$ cat src/rtl/sram_bus_ctrl_if.sv
// Pipeline-side request/ack bundle for the shared SRAM controller.
// The master side is the fetch/data ports; the slave side is sram_bus_ctrl.
interface sram_bus_ctrl_if;
   logic        if_req;
   logic [31:0] if_addr;
   logic        if_ack;
   logic [31:0] if_rdata;
   logic        mem_req;
   logic [3:0]  mem_we;
   logic [31:0] mem_addr;
   logic [31:0] mem_wdata;
   logic        mem_ack;
   logic [31:0] mem_rdata;

   modport master (
      output if_req, if_addr, mem_req, mem_we, mem_addr, mem_wdata,
      input  if_ack, if_rdata, mem_ack, mem_rdata
   );

   modport slave (
      input  if_req, if_addr, mem_req, mem_we, mem_addr, mem_wdata,
      output if_ack, if_rdata, mem_ack, mem_rdata
   );
endinterface

$ cat src/rtl/sram_bus_ctrl.sv
// Serialises fetch and data requests onto BaseRAM/ExtRAM with registered strobes.
// state   | meaning
// IDLE    | sample requests (mem beats if), latch port/addr/we/data/bank
// READ    | RD_CYCLES cycles of ce_n/oe_n low; pin data captured on the last edge
// WRITE   | setup, we_n low, hold; data driven the whole time
// DONE    | one-cycle ack to the served port, strobes inactive
module sram_bus_ctrl #(
   parameter int RD_CYCLES = 2,
   parameter int WR_CYCLES = 3
) (
   input  logic           clk,
   input  logic           reset,
   sram_bus_ctrl_if.slave bus,
   output logic [19:0]    base_ram_addr,
   output logic           base_ram_ce_n,
   output logic           base_ram_oe_n,
   output logic           base_ram_we_n,
   output logic [3:0]     base_ram_be_n,
   output logic [31:0]    base_data_o,
   output logic           base_data_oe,
   input  logic [31:0]    base_data_i,
   output logic [19:0]    ext_ram_addr,
   output logic           ext_ram_ce_n,
   output logic           ext_ram_oe_n,
   output logic           ext_ram_we_n,
   output logic [3:0]     ext_ram_be_n,
   output logic [31:0]    ext_data_o,
   output logic           ext_data_oe,
   input  logic [31:0]    ext_data_i
);
   typedef enum logic [1:0] {S_IDLE, S_READ, S_WRITE, S_DONE} state_t;
   typedef enum logic [1:0] {B_NONE, B_BASE, B_EXT} bank_t;

   localparam logic [7:0] RD_LOAD = 8'(RD_CYCLES - 1);
   localparam logic [7:0] WR_LOAD = 8'(WR_CYCLES - 1);

   function automatic bank_t decode(input logic [9:0] hi);
      if (hi == 10'h200) return B_BASE;
      if (hi == 10'h201) return B_EXT;
      return B_NONE;
   endfunction

   state_t      state_q, state_d;
   bank_t       bank_q, bank_d;
   logic [7:0]  cnt_q, cnt_d;
   logic        port_q, port_d;
   logic [3:0]  we_q, we_d;
   logic        if_ack_q, if_ack_d, mem_ack_q, mem_ack_d;
   logic [31:0] if_rdata_q, if_rdata_d, mem_rdata_q, mem_rdata_d;
   logic [19:0] base_addr_q, base_addr_d, ext_addr_q, ext_addr_d;
   logic [31:0] base_wdata_q, base_wdata_d, ext_wdata_q, ext_wdata_d;
   logic        base_ce_n_q, base_ce_n_d, base_oe_n_q, base_oe_n_d, base_we_n_q, base_we_n_d;
   logic        ext_ce_n_q, ext_ce_n_d, ext_oe_n_q, ext_oe_n_d, ext_we_n_q, ext_we_n_d;
   logic [3:0]  base_be_n_q, base_be_n_d, ext_be_n_q, ext_be_n_d;
   logic        base_doe_q, base_doe_d, ext_doe_q, ext_doe_d;

   logic        sel_mem, ack_nx, ce_n_nx, oe_n_nx, we_n_nx, doe_nx;
   logic [31:0] req_addr, rd_word;
   logic [3:0]  req_we, be_n_nx;
   logic        unused_addr_bits;

   assign unused_addr_bits = ^req_addr[1:0];

   always_comb begin
      state_d      = state_q;
      bank_d       = bank_q;
      cnt_d        = cnt_q;
      port_d       = port_q;
      we_d         = we_q;
      if_rdata_d   = if_rdata_q;
      mem_rdata_d  = mem_rdata_q;
      base_addr_d  = base_addr_q;
      ext_addr_d   = ext_addr_q;
      base_wdata_d = base_wdata_q;
      ext_wdata_d  = ext_wdata_q;
      sel_mem      = 1'b0;
      req_addr     = 32'h0;
      req_we       = 4'h0;
      rd_word      = 32'h0;
      ack_nx       = 1'b0;
      ce_n_nx      = 1'b1;
      oe_n_nx      = 1'b1;
      we_n_nx      = 1'b1;
      be_n_nx      = 4'hF;
      doe_nx       = 1'b0;
      case (state_q)
         S_IDLE: begin
            if (bus.mem_req || bus.if_req) begin
               sel_mem  = bus.mem_req;
               req_addr = sel_mem ? bus.mem_addr : bus.if_addr;
               req_we   = sel_mem ? bus.mem_we : 4'h0;
               port_d   = sel_mem;
               we_d     = req_we;
               bank_d   = decode(req_addr[31:22]);
               if (bank_d == B_BASE) base_addr_d = req_addr[21:2];
               if (bank_d == B_EXT)  ext_addr_d  = req_addr[21:2];
               ce_n_nx  = 1'b0;
               // Unmapped addresses pass through one strobe-less cycle before DONE.
               if (req_we == 4'h0) begin
                  state_d = S_READ;
                  cnt_d   = (bank_d == B_NONE) ? 8'd0 : RD_LOAD;
                  oe_n_nx = 1'b0;
                  be_n_nx = 4'h0;
               end else begin
                  state_d = S_WRITE;
                  cnt_d   = (bank_d == B_NONE) ? 8'd0 : WR_LOAD;
                  doe_nx  = 1'b1;
                  be_n_nx = ~req_we;
                  if (bank_d == B_BASE) base_wdata_d = bus.mem_wdata;
                  if (bank_d == B_EXT)  ext_wdata_d  = bus.mem_wdata;
               end
            end
         end
         S_READ: begin
            if (cnt_q == 8'd0) begin
               state_d = S_DONE;
               ack_nx  = 1'b1;
               if (bank_q == B_BASE) rd_word = base_data_i;
               if (bank_q == B_EXT)  rd_word = ext_data_i;
               if (port_q) mem_rdata_d = rd_word;
               else        if_rdata_d  = rd_word;
            end else begin
               cnt_d   = cnt_q - 8'd1;
               ce_n_nx = 1'b0;
               oe_n_nx = 1'b0;
               be_n_nx = 4'h0;
            end
         end
         S_WRITE: begin
            if (cnt_q == 8'd0) begin
               state_d = S_DONE;
               ack_nx  = 1'b1;
            end else begin
               cnt_d   = cnt_q - 8'd1;
               ce_n_nx = 1'b0;
               doe_nx  = 1'b1;
               be_n_nx = ~we_q;
               // Final write cycle is the hold cycle with we_n back high.
               we_n_nx = (cnt_d == 8'd0);
            end
         end
         default: state_d = S_IDLE;
      endcase
      if_ack_d    = ack_nx && !port_d;
      mem_ack_d   = ack_nx && port_d;
      base_ce_n_d = (bank_d == B_BASE) ? ce_n_nx : 1'b1;
      base_oe_n_d = (bank_d == B_BASE) ? oe_n_nx : 1'b1;
      base_we_n_d = (bank_d == B_BASE) ? we_n_nx : 1'b1;
      base_be_n_d = (bank_d == B_BASE) ? be_n_nx : 4'hF;
      base_doe_d  = (bank_d == B_BASE) ? doe_nx  : 1'b0;
      ext_ce_n_d  = (bank_d == B_EXT)  ? ce_n_nx : 1'b1;
      ext_oe_n_d  = (bank_d == B_EXT)  ? oe_n_nx : 1'b1;
      ext_we_n_d  = (bank_d == B_EXT)  ? we_n_nx : 1'b1;
      ext_be_n_d  = (bank_d == B_EXT)  ? be_n_nx : 4'hF;
      ext_doe_d   = (bank_d == B_EXT)  ? doe_nx  : 1'b0;
   end

   always_ff @(posedge clk) begin
      if (reset) begin
         state_q      <= S_IDLE;
         bank_q       <= B_NONE;
         cnt_q        <= 8'd0;
         port_q       <= 1'b0;
         we_q         <= 4'h0;
         if_ack_q     <= 1'b0;
         mem_ack_q    <= 1'b0;
         if_rdata_q   <= 32'h0;
         mem_rdata_q  <= 32'h0;
         base_addr_q  <= 20'h0;
         ext_addr_q   <= 20'h0;
         base_wdata_q <= 32'h0;
         ext_wdata_q  <= 32'h0;
         base_ce_n_q  <= 1'b1;
         base_oe_n_q  <= 1'b1;
         base_we_n_q  <= 1'b1;
         base_be_n_q  <= 4'hF;
         base_doe_q   <= 1'b0;
         ext_ce_n_q   <= 1'b1;
         ext_oe_n_q   <= 1'b1;
         ext_we_n_q   <= 1'b1;
         ext_be_n_q   <= 4'hF;
         ext_doe_q    <= 1'b0;
      end else begin
         state_q      <= state_d;
         bank_q       <= bank_d;
         cnt_q        <= cnt_d;
         port_q       <= port_d;
         we_q         <= we_d;
         if_ack_q     <= if_ack_d;
         mem_ack_q    <= mem_ack_d;
         if_rdata_q   <= if_rdata_d;
         mem_rdata_q  <= mem_rdata_d;
         base_addr_q  <= base_addr_d;
         ext_addr_q   <= ext_addr_d;
         base_wdata_q <= base_wdata_d;
         ext_wdata_q  <= ext_wdata_d;
         base_ce_n_q  <= base_ce_n_d;
         base_oe_n_q  <= base_oe_n_d;
         base_we_n_q  <= base_we_n_d;
         base_be_n_q  <= base_be_n_d;
         base_doe_q   <= base_doe_d;
         ext_ce_n_q   <= ext_ce_n_d;
         ext_oe_n_q   <= ext_oe_n_d;
         ext_we_n_q   <= ext_we_n_d;
         ext_be_n_q   <= ext_be_n_d;
         ext_doe_q    <= ext_doe_d;
      end
   end

   assign bus.if_ack    = if_ack_q;
   assign bus.if_rdata  = if_rdata_q;
   assign bus.mem_ack   = mem_ack_q;
   assign bus.mem_rdata = mem_rdata_q;
   assign base_ram_addr = base_addr_q;
   assign base_ram_ce_n = base_ce_n_q;
   assign base_ram_oe_n = base_oe_n_q;
   assign base_ram_we_n = base_we_n_q;
   assign base_ram_be_n = base_be_n_q;
   assign base_data_o   = base_wdata_q;
   assign base_data_oe  = base_doe_q;
   assign ext_ram_addr  = ext_addr_q;
   assign ext_ram_ce_n  = ext_ce_n_q;
   assign ext_ram_oe_n  = ext_oe_n_q;
   assign ext_ram_we_n  = ext_we_n_q;
   assign ext_ram_be_n  = ext_be_n_q;
   assign ext_data_o    = ext_wdata_q;
   assign ext_data_oe   = ext_doe_q;
endmodule

$ cat src/flat_wrapper.sv
// flat-port wrapper written by rule: the top's interface ports become plain ports
module sram_bus_ctrl_flat 
#(
   parameter int RD_CYCLES = 2,
   parameter int WR_CYCLES = 3
)
  (clk, reset, base_ram_addr, base_ram_ce_n, base_ram_oe_n, base_ram_we_n, base_ram_be_n, base_data_o, base_data_oe, base_data_i, ext_ram_addr, ext_ram_ce_n, ext_ram_oe_n, ext_ram_we_n, ext_ram_be_n, ext_data_o, ext_data_oe, ext_data_i, bus_if_req, bus_if_addr, bus_mem_req, bus_mem_we, bus_mem_addr, bus_mem_wdata, bus_if_ack, bus_if_rdata, bus_mem_ack, bus_mem_rdata);
  sram_bus_ctrl_if bus_i ();
  input  logic clk;
  input  logic reset;
  output logic [19:0] base_ram_addr;
  output logic base_ram_ce_n;
  output logic base_ram_oe_n;
  output logic base_ram_we_n;
  output logic [3:0] base_ram_be_n;
  output logic [31:0] base_data_o;
  output logic base_data_oe;
  input  logic [31:0] base_data_i;
  output logic [19:0] ext_ram_addr;
  output logic ext_ram_ce_n;
  output logic ext_ram_oe_n;
  output logic ext_ram_we_n;
  output logic [3:0] ext_ram_be_n;
  output logic [31:0] ext_data_o;
  output logic ext_data_oe;
  input  logic [31:0] ext_data_i;
  input wire logic [$bits(bus_i.if_req)-1:0] bus_if_req;
  input wire logic [$bits(bus_i.if_addr)-1:0] bus_if_addr;
  input wire logic [$bits(bus_i.mem_req)-1:0] bus_mem_req;
  input wire logic [$bits(bus_i.mem_we)-1:0] bus_mem_we;
  input wire logic [$bits(bus_i.mem_addr)-1:0] bus_mem_addr;
  input wire logic [$bits(bus_i.mem_wdata)-1:0] bus_mem_wdata;
  output wire logic [$bits(bus_i.if_ack)-1:0] bus_if_ack;
  output wire logic [$bits(bus_i.if_rdata)-1:0] bus_if_rdata;
  output wire logic [$bits(bus_i.mem_ack)-1:0] bus_mem_ack;
  output wire logic [$bits(bus_i.mem_rdata)-1:0] bus_mem_rdata;
  assign bus_i.if_req = bus_if_req;
  assign bus_i.if_addr = bus_if_addr;
  assign bus_i.mem_req = bus_mem_req;
  assign bus_i.mem_we = bus_mem_we;
  assign bus_i.mem_addr = bus_mem_addr;
  assign bus_i.mem_wdata = bus_mem_wdata;
  assign bus_if_ack = bus_i.if_ack;
  assign bus_if_rdata = bus_i.if_rdata;
  assign bus_mem_ack = bus_i.mem_ack;
  assign bus_mem_rdata = bus_i.mem_rdata;
  sram_bus_ctrl #(.RD_CYCLES(RD_CYCLES), .WR_CYCLES(WR_CYCLES)) u_core (.clk(clk), .reset(reset), .bus(bus_i), .base_ram_addr(base_ram_addr), .base_ram_ce_n(base_ram_ce_n), .base_ram_oe_n(base_ram_oe_n), .base_ram_we_n(base_ram_we_n), .base_ram_be_n(base_ram_be_n), .base_data_o(base_data_o), .base_data_oe(base_data_oe), .base_data_i(base_data_i), .ext_ram_addr(ext_ram_addr), .ext_ram_ce_n(ext_ram_ce_n), .ext_ram_oe_n(ext_ram_oe_n), .ext_ram_we_n(ext_ram_we_n), .ext_ram_be_n(ext_ram_be_n), .ext_data_o(ext_data_o), .ext_data_oe(ext_data_oe), .ext_data_i(ext_data_i));
endmodule
$ cat config.mk
export PLATFORM = sky130hd
export DESIGN_NAME = sram_bus_ctrl_flat
export DESIGN_NICKNAME = d
export VERILOG_FILES = /design/src/rtl/sram_bus_ctrl_if.sv /design/src/rtl/sram_bus_ctrl.sv /design/src/flat_wrapper.sv
export SDC_FILE = /design/constraint.sdc
export NUM_CORES = 1
export LEC_CHECK = 0
export CAP_MARGIN = 10
export CORE_MARGIN = 2
export CORE_UTILIZATION = 38
export DETAILED_ROUTE_END_ITERATION = 6
export PLACE_DENSITY = 0.75
export REMOVE_ABC_BUFFERS = 1
export SETUP_SLACK_MARGIN = 0.5
export SLEW_MARGIN = 10
export SYNTH_ARGS = -nofsm -noshare
export SYNTH_HDL_FRONTEND = slang
export SYNTH_SLANG_ARGS = --single-unit
$ cat constraint.sdc
create_clock -name clk -period 1.75 [get_ports clk]
set_input_delay 0.2625 -clock clk [delete_from_list [all_inputs] [get_ports clk]]
set_output_delay 0.2625 -clock clk [all_outputs]
set_load 0.005 [all_outputs]
==> results.md, run 1 <==
- Run status: finished, violations left
- Failing checks: setup timing
- Total placed cells including tap cells: 1507
- Proportion of layout cells with a drive suffix above 1: 0.540
- Input/output buffers: 349
- DRC errors left: 0
- Total number of vias: 9372
- Die area: 0.0220 sq mm
- Flops & latches, synth: 203
- Clock tree from TritonCTS: done
- Post-route clock skew: 14.1 ps
- Sequential cell area fraction in the yosys report: 0.514
- Ys Warns: 0
- HPWL Detailed: 18100 um
- GR Overflow Total: 0
- Initial Util: 0.390
- Startpoint of the most critical register-to-register path: u_core.cnt_q[0]$_SDFFE_PP0P_
- Slew at the pin with the worst max-slew slack: 561 ps
- Pin count of the biggest net entering global routing: 68
- Antenna violations before repair: 0
- Largest buffer count on any clock path: 3
- Critical Path Source: u_core.cnt_q[0]$_SDFFE_PP0P_
- Highest net fanout along the worst path: 7
- Type of the worst setup path: register to register
- Final setup violation count: 108
- Sink count of the clock tree: 203
- Power Total: 19.0 mW
- Count of placed standard cells in the final layout, fillers left out: 1661
- Netlist area before placement: 0.00791 sq mm
- First-pass iteration count of the detailed router: 5
- Area of the placeable core: 0.0203 sq mm
- Horizontal die dimension: 148 um
- Wire length of the first global-routing pass: 50600 um
- Fin Hold WS: 201 ps
- Asr flop ratio synth: 0
- Slew Limit Headroom: 0.626
- Max H-tree Level: 1
- Total leakage power: 6.13 nW
- Post-synthesis instance total: 881
- Count of flip-flops with a built-in enable after synthesis: 0
- Number of design-rule violations left by the first detailed-router iteration: 526
- Reg-to-Reg End: u_core.cnt_q[5]$_SDFFE_PP0P_
- Number of pins with negative max-slew slack in the final report: 0
- Average wire per standard cell: 23.0 um
- Endpoint required time on the critical path: 2170 ps
- Clock period minus final worst setup slack: 1870 ps
- Clock transition at path regs: 60 ps
- RSZ-0062 raised after global routing: true
- Minimum setup slack after placement: -782 ps
- Sum of negative setup slack: -4480 ps
- Placement-stage cell area: 0.0122 sq mm
- # hold bufs at CTS: 0
- Root Buffer Master: clkbuf_16
- Fraction of the cycle the final worst path needs: 1.07
- Hold crit path type: primary input to register
- Critical Path Sink Type: register
- Net count of the finished layout: 1552
- Number of placement rows: 52
- Utilization of the core after routing: 0.798
- Mean area per synthesized cell: 8.98 sq um
- I/O pin count: 354
- Type of element launching the critical path: register
- Overall Global Routing Usage: 0.291
- Power density over the cells: 1170 mW/mm^2
- Die Y-Extent: 148 um
- Area growth from synthesis to layout: 105%
- Antenna-violating nets left: 0
- Diodes inserted: 0
- Number of failing hold endpoints at the final stage: 0
- Count of unique library cells instantiated by Yosys: 51
- Number of violations of the max-capacitance limit: 0
- Via count of the first global-routing pass: 9121
- DR vias/cell: 5.64
- Maximum frequency from static timing analysis: 535 MHz
- Worst R2R Path Depth: 11
- Design area: 0.0162 sq mm
- Weighted congestion reported at the end of routability-driven placement: 0.826
- Top flip-flop cell by instance count after synthesis: dfxtp_1
- Max IR drop VDD: 0.831 mV
- End point of the critical path: u_core.cnt_q[5]$_SDFFE_PP0P_
- Clock buffer count from CTS: 22
- DRT Wirelength: 38100 um
- Clock insertion delay at the later pin of the skew report: 510 ps
- PnR worst setup slack: -118 ps
- Register-to-Register Setup Slack: -120 ps
- Crit path DAT: 2290 ps
cells by family after synthesis:
group | share of synthesized area
and+or+nand+nor | 0.167
muxes | 0.0278
xor gates and xnor gates | 0.00332
adders and majority gates | 0.00949
DFF | 0.514
buffers and inverters | 0.0463
AOI/OAI and AO/OA | 0.232
power breakdown:
group	internal (mW)	switching [mW]	leakage, nW
logic	4.70	4.03	4.11
registers	5.26	0.377	1.68
clock network	2.75	1.90	0.346
per-layer routing:
layer / GRT usage / wire, um / up-vias
met5: 0 / 0 / -
met4: 0.102 / 2270 / 0
met3: 0.0644 / 3070 / 165
met2: 0.525 / 19100 / 576
met1: 0.338 / 13600 / 4486
li1: - / - / 4145
cells in the mapped netlist, types with 2 or more instances:
library cell | n | area share
a2111oi_4 | 4 | 0.014
a211oi_1 | 108 | 0.10
a21oi_1 | 79 | 0.050
a221oi_1 | 2 | 0.0022
a22oi_1 | 34 | 0.032
a31oi_1 | 3 | 0.0024
a32oi_1 | 4 | 0.0044
and2_1 | 5 | 0.0040
and3_1 | 2 | 0.0016
and3b_1 | 3 | 0.0033
buf_2 | 26 | 0.016
buf_4 | 8 | 0.0076
clkbuf_1 | 39 | 0.019
dfxtp_1 | 203 | 0.51
ha_1 | 6 | 0.0095
inv_1 | 7 | 0.0033
mux2i_1 | 22 | 0.028
nand2_1 | 138 | 0.065
nand3_1 | 15 | 0.0095
nor2_1 | 122 | 0.058
nor2b_1 | 2 | 0.0016
nor3_1 | 3 | 0.0019
nor3b_1 | 2 | 0.0019
nor4_1 | 4 | 0.0032
o2111ai_1 | 2 | 0.0022
o21ai_0 | 5 | 0.0032
o21ai_1 | 2 | 0.0013
o21ba_1 | 2 | 0.0025
o22ai_1 | 4 | 0.0032
o311a_1 | 2 | 0.0025
xnor2_1 | 3 | 0.0033
worst max-delay path, stage by stage (launching register included):
cell	delay, ps
dfxtp_2	330
inv_2	70
ha_4	140
nor3b_4	280
nand2_2	120
buf_4	150
buf_6	100
buf_8	130
o21ai_4	130
buf_6	120
nand2_1	60
a31oi_2	150
area by class of cell:
class,count,area (sq um)
repair buffers,544,5650
inverters,8,32.5
well taps,270,338
flip-flops and latches,203,4160
multi-input cells,599,5310
clock inverters,2,35.0
fillers,1115,4110
clock buffers,35,671
placed cells by master, fill, tap and decap left out, types with 22 or more instances in the layout:
cell	netlist	routed
a211oi_1	108	39
a211oi_2	0	68
a21oi_2	0	56
a22oi_1	34	34
buf_12	0	29
buf_16	0	26
buf_2	26	62
buf_4	8	103
buf_6	0	45
clkbuf_16	0	27
clkdlybuf4s50_1	0	238
dfxtp_1	203	129
dfxtp_2	0	74
mux2i_1	22	22
nand2_2	1	43
nand2_4	0	75
nor2_1	122	64
nor2_2	0	36
nor2_4	0	22
registers in the layout (all words and copies together), names as in the netlist, 2 cells and up:
signal                flops
u_core.ext_ram_addr      20
u_core.ext_ram_be_n       4
u_core.base_ram_addr     20
u_core.base_ram_be_n      4
u_core.cnt_q              8
u_core.we_q               4
u_core.state_q            2
u_core.bus.mem_rdata     32
u_core.ext_data_o        32
u_core.base_data_o       32
u_core.bus.if_rdata      32
u_core.bank_q             2
how the worst min path moves through the flow:
stage | startpoint | end | slack [ps] | depth (start not counted)
after global placement | u_core.ext_data_o[0]$_SDFFE_PP0P_ | u_core.ext_data_o[0]$_SDFFE_PP0P_ | 440 | 2
after CTS | reset | u_core.we_q[3]$_SDFFE_PP0P_ | 130 | 2
after global routing | reset | u_core.we_q[3]$_SDFFE_PP0P_ | 200 | 2
after detailed placement | u_core.ext_data_o[15]$_SDFFE_PP0P_ | u_core.ext_data_o[15]$_SDFFE_PP0P_ | 440 | 2
after floorplan | reset | u_core.base_data_o[0]$_SDFFE_PP0P_ | 330 | 1
final | reset | u_core.state_q[0]$_SDFFE_PP0P_ | 200 | 2
what timing repair did:
action,4_1_cts,5_1_grt
endpoints found under the setup margin,389,363
pin swaps,206,109
cloned,26,7
buffers inserted,60,24
gates resized for setup,653,309
Power figures use the tool's default switching activity.
==> run 2, diff against run 1 <==
Settings changed: PLACE_DENSITY 0.75 to unset, PLACE_DENSITY_LB_ADDON set to 0.12.
==> run 2 against run 1 <==
  * The flow still finishes with violations (setup timing)
  * Utilization up 1.7 points
  * First-iteration DRC count down 0.38%
  * Via count up 0.59%
  * Total power up 5.6%
  * Critical path depth unchanged
  * Die area unchanged
  * Final cell count up 2.9%
  * Sequential share of layout area down 0.39 points
  * Register-to-register slack worse by 70 ps
  * Critical path type unchanged
==> results.md, run 2 (synthesized netlist as in run 1, its figures left out) <==
- Run status: finished, violations left (unchanged)
- Failing checks: setup timing (unchanged)
- Most frequent cells in the layout: clkdlybuf4s50_1 (207), buf_4 (123), dfxtp_1 (111) (was clkdlybuf4s50_1 (238), dfxtp_1 (129), buf_4 (103))
- Count of placed standard cells in the final layout, fillers left out: 1709 (was 1661)
- Horizontal die dimension: 148 um (unchanged)
- Largest buffer count on any clock path: 3 (unchanged)
- Final setup violation count: 142 (was 108)
- First-pass iteration count of the detailed router: 5 (unchanged)
- Total leakage power: 6.49 nW (was 6.13 nW)
- Type of element launching the critical path: register (unchanged)
- Relative contribution of the clock network to total power: 0.240 (was 0.245)
- Root Buffer Master: clkbuf_16 (unchanged)
- Max IR drop VDD: 1.07 mV (was 0.831 mV)
- Clock transition at path regs: 70 ps (was 60 ps)
- Total of fill cells in the finished design: 1162 (was 1115)
- Net count of the finished layout: 1598 (was 1552)
- Maximum frequency from static timing analysis: 516 MHz (was 535 MHz)
- Clock tree from TritonCTS: done (unchanged)
- Number of violations of the max-capacitance limit: 0 (unchanged)
- RSZ-0062 raised after global routing: true (unchanged)
- Proportion of layout cells with a drive suffix above 1: 0.576 (was 0.540)
- Switching Share: 0.339 (was 0.332)
- Area taken by multi-input logic gates: 0.00513 sq mm (was 0.00531 sq mm)
- Via count of the first global-routing pass: 9103 (was 9121)
- Clock period minus final worst setup slack: 1940 ps (was 1870 ps)
- Slew at the pin with the worst max-slew slack: 460 ps (was 561 ps)
- Proportion of power drawn by combinational gates: 0.478 (was 0.459)
- Clock buffer count from CTS: 22 (unchanged)
- Weighted congestion reported at the end of routability-driven placement: 0.816 (was 0.826)
- DR vias/cell: 5.52 (was 5.64)
- Power share of the sequential group: 0.282 (was 0.296)
- P_int: 13.3 mW (was 12.7 mW)
- DRC errors left: 0 (unchanged)
- Fraction of the cycle the final worst path needs: 1.11 (was 1.07)
- Number of pins with negative max-slew slack in the final report: 0 (unchanged)
- Utilization of the core after routing: 0.814 (was 0.798)
- Die Y-Extent: 148 um (unchanged)
- Wire length of the first global-routing pass: 52500 um (was 50600 um)
- Minimum setup slack after placement: -659 ps (was -782 ps)
- Type of the worst setup path: register to register (unchanged)
- Number of placement rows: 52 (unchanged)
- Hold crit path type: primary input to register (unchanged)
- HPWL Detailed: 18500 um (was 18100 um)
- Post-route clock skew: 12.8 ps (was 14.1 ps)
- PnR worst setup slack: -186 ps (was -118 ps)
- Crit path DAT: 2330 ps (was 2290 ps)
- Area of the placeable core: 0.0203 sq mm (unchanged)
- GR Overflow Total: 0 (unchanged)
- Power Total: 20.1 mW (was 19.0 mW)
- Area growth from synthesis to layout: 109% (was 105%)
- Endpoint required time on the critical path: 2140 ps (was 2170 ps)
- Total net switching power: 6.80 mW (was 6.31 mW)
- Total placed cells including tap cells: 1511 (was 1507)
- Total number of vias: 9427 (was 9372)
- Slew Limit Headroom: 0.684 (was 0.626)
- Number of failing hold endpoints at the final stage: 0 (unchanged)
- DRT Wirelength: 38500 um (was 38100 um)
- Pin count of the biggest net entering global routing: 83 (was 68)
- Die area: 0.0220 sq mm (unchanged)
- Reg area: 0.00418 sq mm (was 0.00416 sq mm)
- Sink count of the clock tree: 203 (unchanged)
- Max H-tree Level: 1 (unchanged)
- Diodes inserted: 0 (unchanged)
- Input/output buffers: 349 (unchanged)
- Number of design-rule violations left by the first detailed-router iteration: 524 (was 526)
- Average wire per standard cell: 22.5 um (was 23.0 um)
- Leading cell type in the layout, fill and taps excluded: clkdlybuf4s50_1 (unchanged)
- Critical Path Sink Type: register (unchanged)
- Clock insertion delay at the later pin of the skew report: 510 ps (about the same)
- Overall Global Routing Usage: 0.304 (was 0.291)
- Power density over the cells: 1220 mW/mm^2 (was 1170 mW/mm^2)
- Antenna-violating nets left: 0 (unchanged)
- I/O pin count: 354 (unchanged)
- Antenna violations before repair: 0 (unchanged)
- Highest net fanout along the worst path: 8 (was 7)
- Initial Util: 0.390 (unchanged)
==> run 2: layer usage <==
layer	wire (um)	vias up	track usage
met5	0	-	0
met4	1630	0	0.0890
met3	2730	127	0.0693
met2	19600	440	0.536
met1	14500	4611	0.370
li1	-	4249	-
==> run 2: final timing paths <==
kind / startpoint / end / slack [ps] / cells past startpoint
hold reg to reg: u_core.base_data_o[29]$_SDFFE_PP0P_ / u_core.base_data_o[29]$_SDFFE_PP0P_ / 450 / 2
hold / removal: reset / u_core.we_q[3]$_SDFFE_PP0P_ / 170 / 2
setup / recovery: u_core.cnt_q[1]$_SDFFE_PP0P_ / u_core.bus.if_rdata[31]$_SDFFE_PP0P_ / -190 / 11
setup reg to reg: u_core.cnt_q[1]$_SDFFE_PP0P_ / u_core.bus.if_rdata[31]$_SDFFE_PP0P_ / -190 / 11
==> run 2: worst max-delay path: stages (launching register included) <==
cell and delay (ps):
dfxtp_2 330, inv_2 80, ha_4 140, nor3b_4 230, buf_6 140, nand2_4 50
nor3b_4 160, buf_6 150, buf_12 120, buf_12 150, nor2_2 50, a211oi_1 220
==> run 2: power groups by stage <==
stage                     sequential, mW  combinational [mW]  clock (mW)
final                               5.66                9.61        4.83
after global routing                5.72                10.1        5.10
after CTS                           5.59                7.82        4.82
after detailed placement            5.63                5.39           0
after global placement              5.60                5.38           0
after floorplan                     5.51                2.06           0
==> run 2: layout make-up <==
| class | instances | area share |
|---|---|---|
| flip-flops and latches | 203 | 0.253 |
| inverters | 8 | 0.00204 |
| repair buffers | 590 | 0.369 |
| clock inverters | 9 | 0.00605 |
| multi-input cells | 599 | 0.310 |
| well taps | 270 | 0.0204 |
| clock buffers | 30 | 0.0388 |
==> run 2: timing repair <==
| item | 4_1_cts | 5_1_grt |
|---|---|---|
| hold buffers | 0 | 0 |
| cloned | 34 | 5 |
| setup endpoints to repair | 389 | 381 |
| resized for setup | 587 | 409 |
| setup buffers | 59 | 61 |
| pin swaps | 174 | 118 |
==> run 2: stage by stage <==
stage	cell area (sq um)	hold WS [ps]	TNS, ps
global route	16500	174	-21390
global placement	12200	437	-78650
finish	16500	175	-12530
floorplan	7570	332	-232920
CTS	15400	139	-6970
detailed placement	12200	442	-84440
==> run 3, diff against run 2 <==
Settings changed: CORE_UTILIZATION 38 to 42.
Clock period 1.75 ns to 2.16 ns, I/O delays scaled along.
==> run 3 against run 2 <==
  * The flow now finishes without violations
  * Register-to-register slack better by 450 ps
  * Clock skew down 5.6 ps
  * Total power down 21%
  * Combinational power down 27%
  * Sequential power down 18%
  * Global-route usage down 2.1 points
  * Fmax up 1.9%
==> results.md, run 3 (synthesized netlist as in run 1, its figures left out) <==
- Post-route clock skew: 7.21 ps (was 12.8 ps)
- Count of placed standard cells in the final layout, fillers left out: 1575 (was 1709)
- Diodes inserted: 0 (unchanged)
- Clock insertion delay at the later pin of the skew report: 510 ps (about the same)
- Critical Path Source: u_core.cnt_q[7]$_SDFFE_PP0P_ (was u_core.cnt_q[1]$_SDFFE_PP0P_)
- Total number of vias: 8793 (was 9427)
- Cells along the critical path: nor4_4, nand2_2, nor3b_4, buf_6, buf_12, buf_12, buf_16, buf_12, nor2_4, a211oi_2 (was inv_2, ha_4, nor3b_4, buf_6, nand2_4, nor3b_4, buf_6, buf_12, buf_12, nor2_2, a211oi_1)
- Highest net fanout along the worst path: 6 (was 8)
- Placement-stage cell area: 0.0119 sq mm (was 0.0122 sq mm)
- Initial Util: 0.426 (was 0.390)
- Weighted congestion reported at the end of routability-driven placement: 0.837 (was 0.816)
- Max H-tree Level: 1 (unchanged)
- Area growth from synthesis to layout: 90.1% (was 109%)
- Wire length of the first global-routing pass: 45000 um (was 52500 um)
- Antenna violations before repair: 0 (unchanged)
- Maximum frequency from static timing analysis: 526 MHz (was 516 MHz)
- Number of failing hold endpoints at the final stage: 0 (unchanged)
- Type of the worst setup path: register to register (unchanged)
- Number of violations of the max-capacitance limit: 0 (unchanged)
- Critical Path Sink Type: register (unchanged)
- Overall Global Routing Usage: 0.282 (was 0.304)
- Register-to-Register Setup Slack: 260 ps (was -190 ps)
- Design area: 0.0150 sq mm (was 0.0165 sq mm)
- I/O pin count: 354 (unchanged)
- RSZ-0062 raised after global routing: true (unchanged)
- HPWL Detailed: 18300 um (was 18500 um)
- Power Total: 15.8 mW (was 20.1 mW)
- Proportion of layout cells with a drive suffix above 1: 0.311 (was 0.576)
- Cell count along the critical path: 10 (was 11)
- Total leakage power: 6.23 nW (was 6.49 nW)
- Area of the placeable core: 0.0186 sq mm (was 0.0203 sq mm)
- Utilization of the core after routing: 0.809 (was 0.814)
- Startpoint of the most critical register-to-register path: u_core.cnt_q[7]$_SDFFE_PP0P_ (was u_core.cnt_q[1]$_SDFFE_PP0P_)
- Pin count of the biggest net entering global routing: 107 (was 83)
- Slowest stage cell, crit path: dfxtp_2 (unchanged)
- Number of placement rows: 50 (was 52)
- Sink count of the clock tree: 203 (unchanged)
- DRT Wirelength: 33400 um (was 38500 um)
- Hold crit path type: primary input to register (unchanged)
- Clock transition at path regs: 60 ps (was 70 ps)
- # hold bufs at CTS: 0 (unchanged)
- Clock period minus final worst setup slack: 1900 ps (was 1940 ps)
- Endpoint required time on the critical path: 2590 ps (was 2140 ps)
- End point of the critical path: u_core.bus.if_rdata[25]$_SDFFE_PP0P_ (was u_core.bus.if_rdata[31]$_SDFFE_PP0P_)
- Run status: complete, no violations (was finished, violations left)
- Via count of the first global-routing pass: 8358 (was 9103)
- First-pass iteration count of the detailed router: 5 (unchanged)
- Total placed cells including tap cells: 1441 (was 1511)
- Horizontal die dimension: 141 um (was 148 um)
- Worst R2R Path Depth: 10 (was 11)
- Slew at the pin with the worst max-slew slack: 597 ps (was 460 ps)
- Number of design-rule violations left by the first detailed-router iteration: 393 (was 524)
- DR vias/cell: 5.58 (was 5.52)
- Antenna-violating nets left: 0 (unchanged)
- Reg-to-Reg End: u_core.bus.if_rdata[25]$_SDFFE_PP0P_ (was u_core.bus.if_rdata[31]$_SDFFE_PP0P_)
- Leading cell type in the layout, fill and taps excluded: dlygate4sd2_1 (was clkdlybuf4s50_1)
- DRC errors left: 0 (unchanged)
- Largest buffer count on any clock path: 3 (unchanged)
- Most frequent cells in the layout: dlygate4sd2_1 (188), dfxtp_1 (182), clkdlybuf4s50_1 (140) (was clkdlybuf4s50_1 (207), buf_4 (123), dfxtp_1 (111))
- Number of pins with negative max-slew slack in the final report: 0 (unchanged)
- Input/output buffers: 349 (unchanged)
- Slew Limit Headroom: 0.602 (was 0.684)
- GR Overflow Total: 0 (unchanged)
- Clock tree from TritonCTS: done (unchanged)
- Delay of the slowest cell on the worst path: 360 ps (was 330 ps)
- Number of buffers and inverters on the critical path: 5 (unchanged)
- Root Buffer Master: clkbuf_16 (unchanged)
- Type of element launching the critical path: register (unchanged)
- Hold Path Cell Cnt: 3 (was 2)
- Top cell by count, worst path: buf_12
- Average wire per standard cell: 21.2 um (was 22.5 um)
- Final setup violation count: 0 (was 142)
- Clock buffer count from CTS: 22 (unchanged)
- Crit path DAT: 2330 ps (about the same)
- Net count of the finished layout: 1500 (was 1598)
- Die area: 0.0199 sq mm (was 0.0220 sq mm)
- Power density over the cells: 1050 mW/mm^2 (was 1220 mW/mm^2)
- Fraction of the cycle the final worst path needs: 0.880 (was 1.11)
- Max IR drop VDD: 0.679 mV (was 1.07 mV)
- Cell class contributing the biggest share of worst-path delay: simple AND/OR/NAND/NOR gates (was buffers and inverters)
- Die Y-Extent: 141 um (was 148 um)
## run 3: changes by cell type in the layout (fill, tap and decap cells not counted), moves of 39 or more
cell / delta
buf_6: -39
dlygate4sd2_1: +177
buf_2: -50
clkdlybuf4s50_1: -67
clkbuf_2: -50
buf_4: -52
nand2_1: +54
dfxtp_1: +71
dfxtp_2: -71
a21oi_2: -44
a21oi_1: +44
## run 3: through the flow
stage | worst slack [ps] | hold WS, ps | TNS (ps)
after floorplan | -2990 | 393 | -156740
after global placement | -406 | 437 | -36950
after detailed placement | -368 | 444 | -35050
after CTS | 312 | 185 | 0
after global routing | 197 | 217 | 0
final | 260 | 179 | 0
## run 3: area by class of cell
class / instances / area [sq um]
clock inverter: 10 / 166
clock buffer: 29 / 627
fill: 1173 / 3540
timing repair buffer: 492 / 5230
tap: 234 / 293
sequential: 203 / 4090
inverter: 8 / 38.8
multi-input combinational: 599 / 4590
## run 3: routing by layer
| metal | GRT usage | up-vias | wire (um) |
|---|---|---|---|
| met1 | 0.337 | 4262 | 12300 |
| met2 | 0.504 | 419 | 17100 |
| met4 | 0.0811 | 0 | 1150 |
| met3 | 0.0693 | 78 | 2740 |
| li1 | - | 4034 | - |
| met5 | 0 | - | 0 |
## run 3: worst min path at each step
| stage | to | start | slack, ps |
|---|---|---|---|
| 2_1_floorplan | u_core.base_data_o[0]$_SDFFE_PP0P_ | reset | 390 |
| 3_3_place_gp | u_core.ext_data_o[2]$_SDFFE_PP0P_ | u_core.ext_data_o[2]$_SDFFE_PP0P_ | 440 |
| 6_report | u_core.we_q[3]$_SDFFE_PP0P_ | bus_mem_we[3] | 180 |
| 5_1_grt | u_core.we_q[3]$_SDFFE_PP0P_ | bus_mem_we[3] | 220 |
| 3_5_place_dp | u_core.base_data_o[13]$_SDFFE_PP0P_ | u_core.base_data_o[13]$_SDFFE_PP0P_ | 440 |
| 4_1_cts | u_core.bus.if_rdata[15]$_SDFFE_PP0P_ | reset | 180 |
## run 3: where the power goes
| part | internal [mW] | switching [mW] |
|---|---|---|
| logic | 3.74 | 3.32 |
| registers | 4.25 | 0.393 |
| clock network | 2.52 | 1.58 |
## run 3: tightest hold or removal path: stages
cell and delay [ps]:
dlymetal6s2s_1 140, a32oi_1 110, nor2_1 70
## run 3: timing repair
| item | 4_1_cts | 5_1_grt |
|---|---|---|
| gates resized for setup | 383 | 164 |
| pin swaps | 78 | 79 |
| gates cloned | 15 | 16 |
| setup buffers | 44 | 20 |
| endpoints found under the setup margin | 374 | 196 |
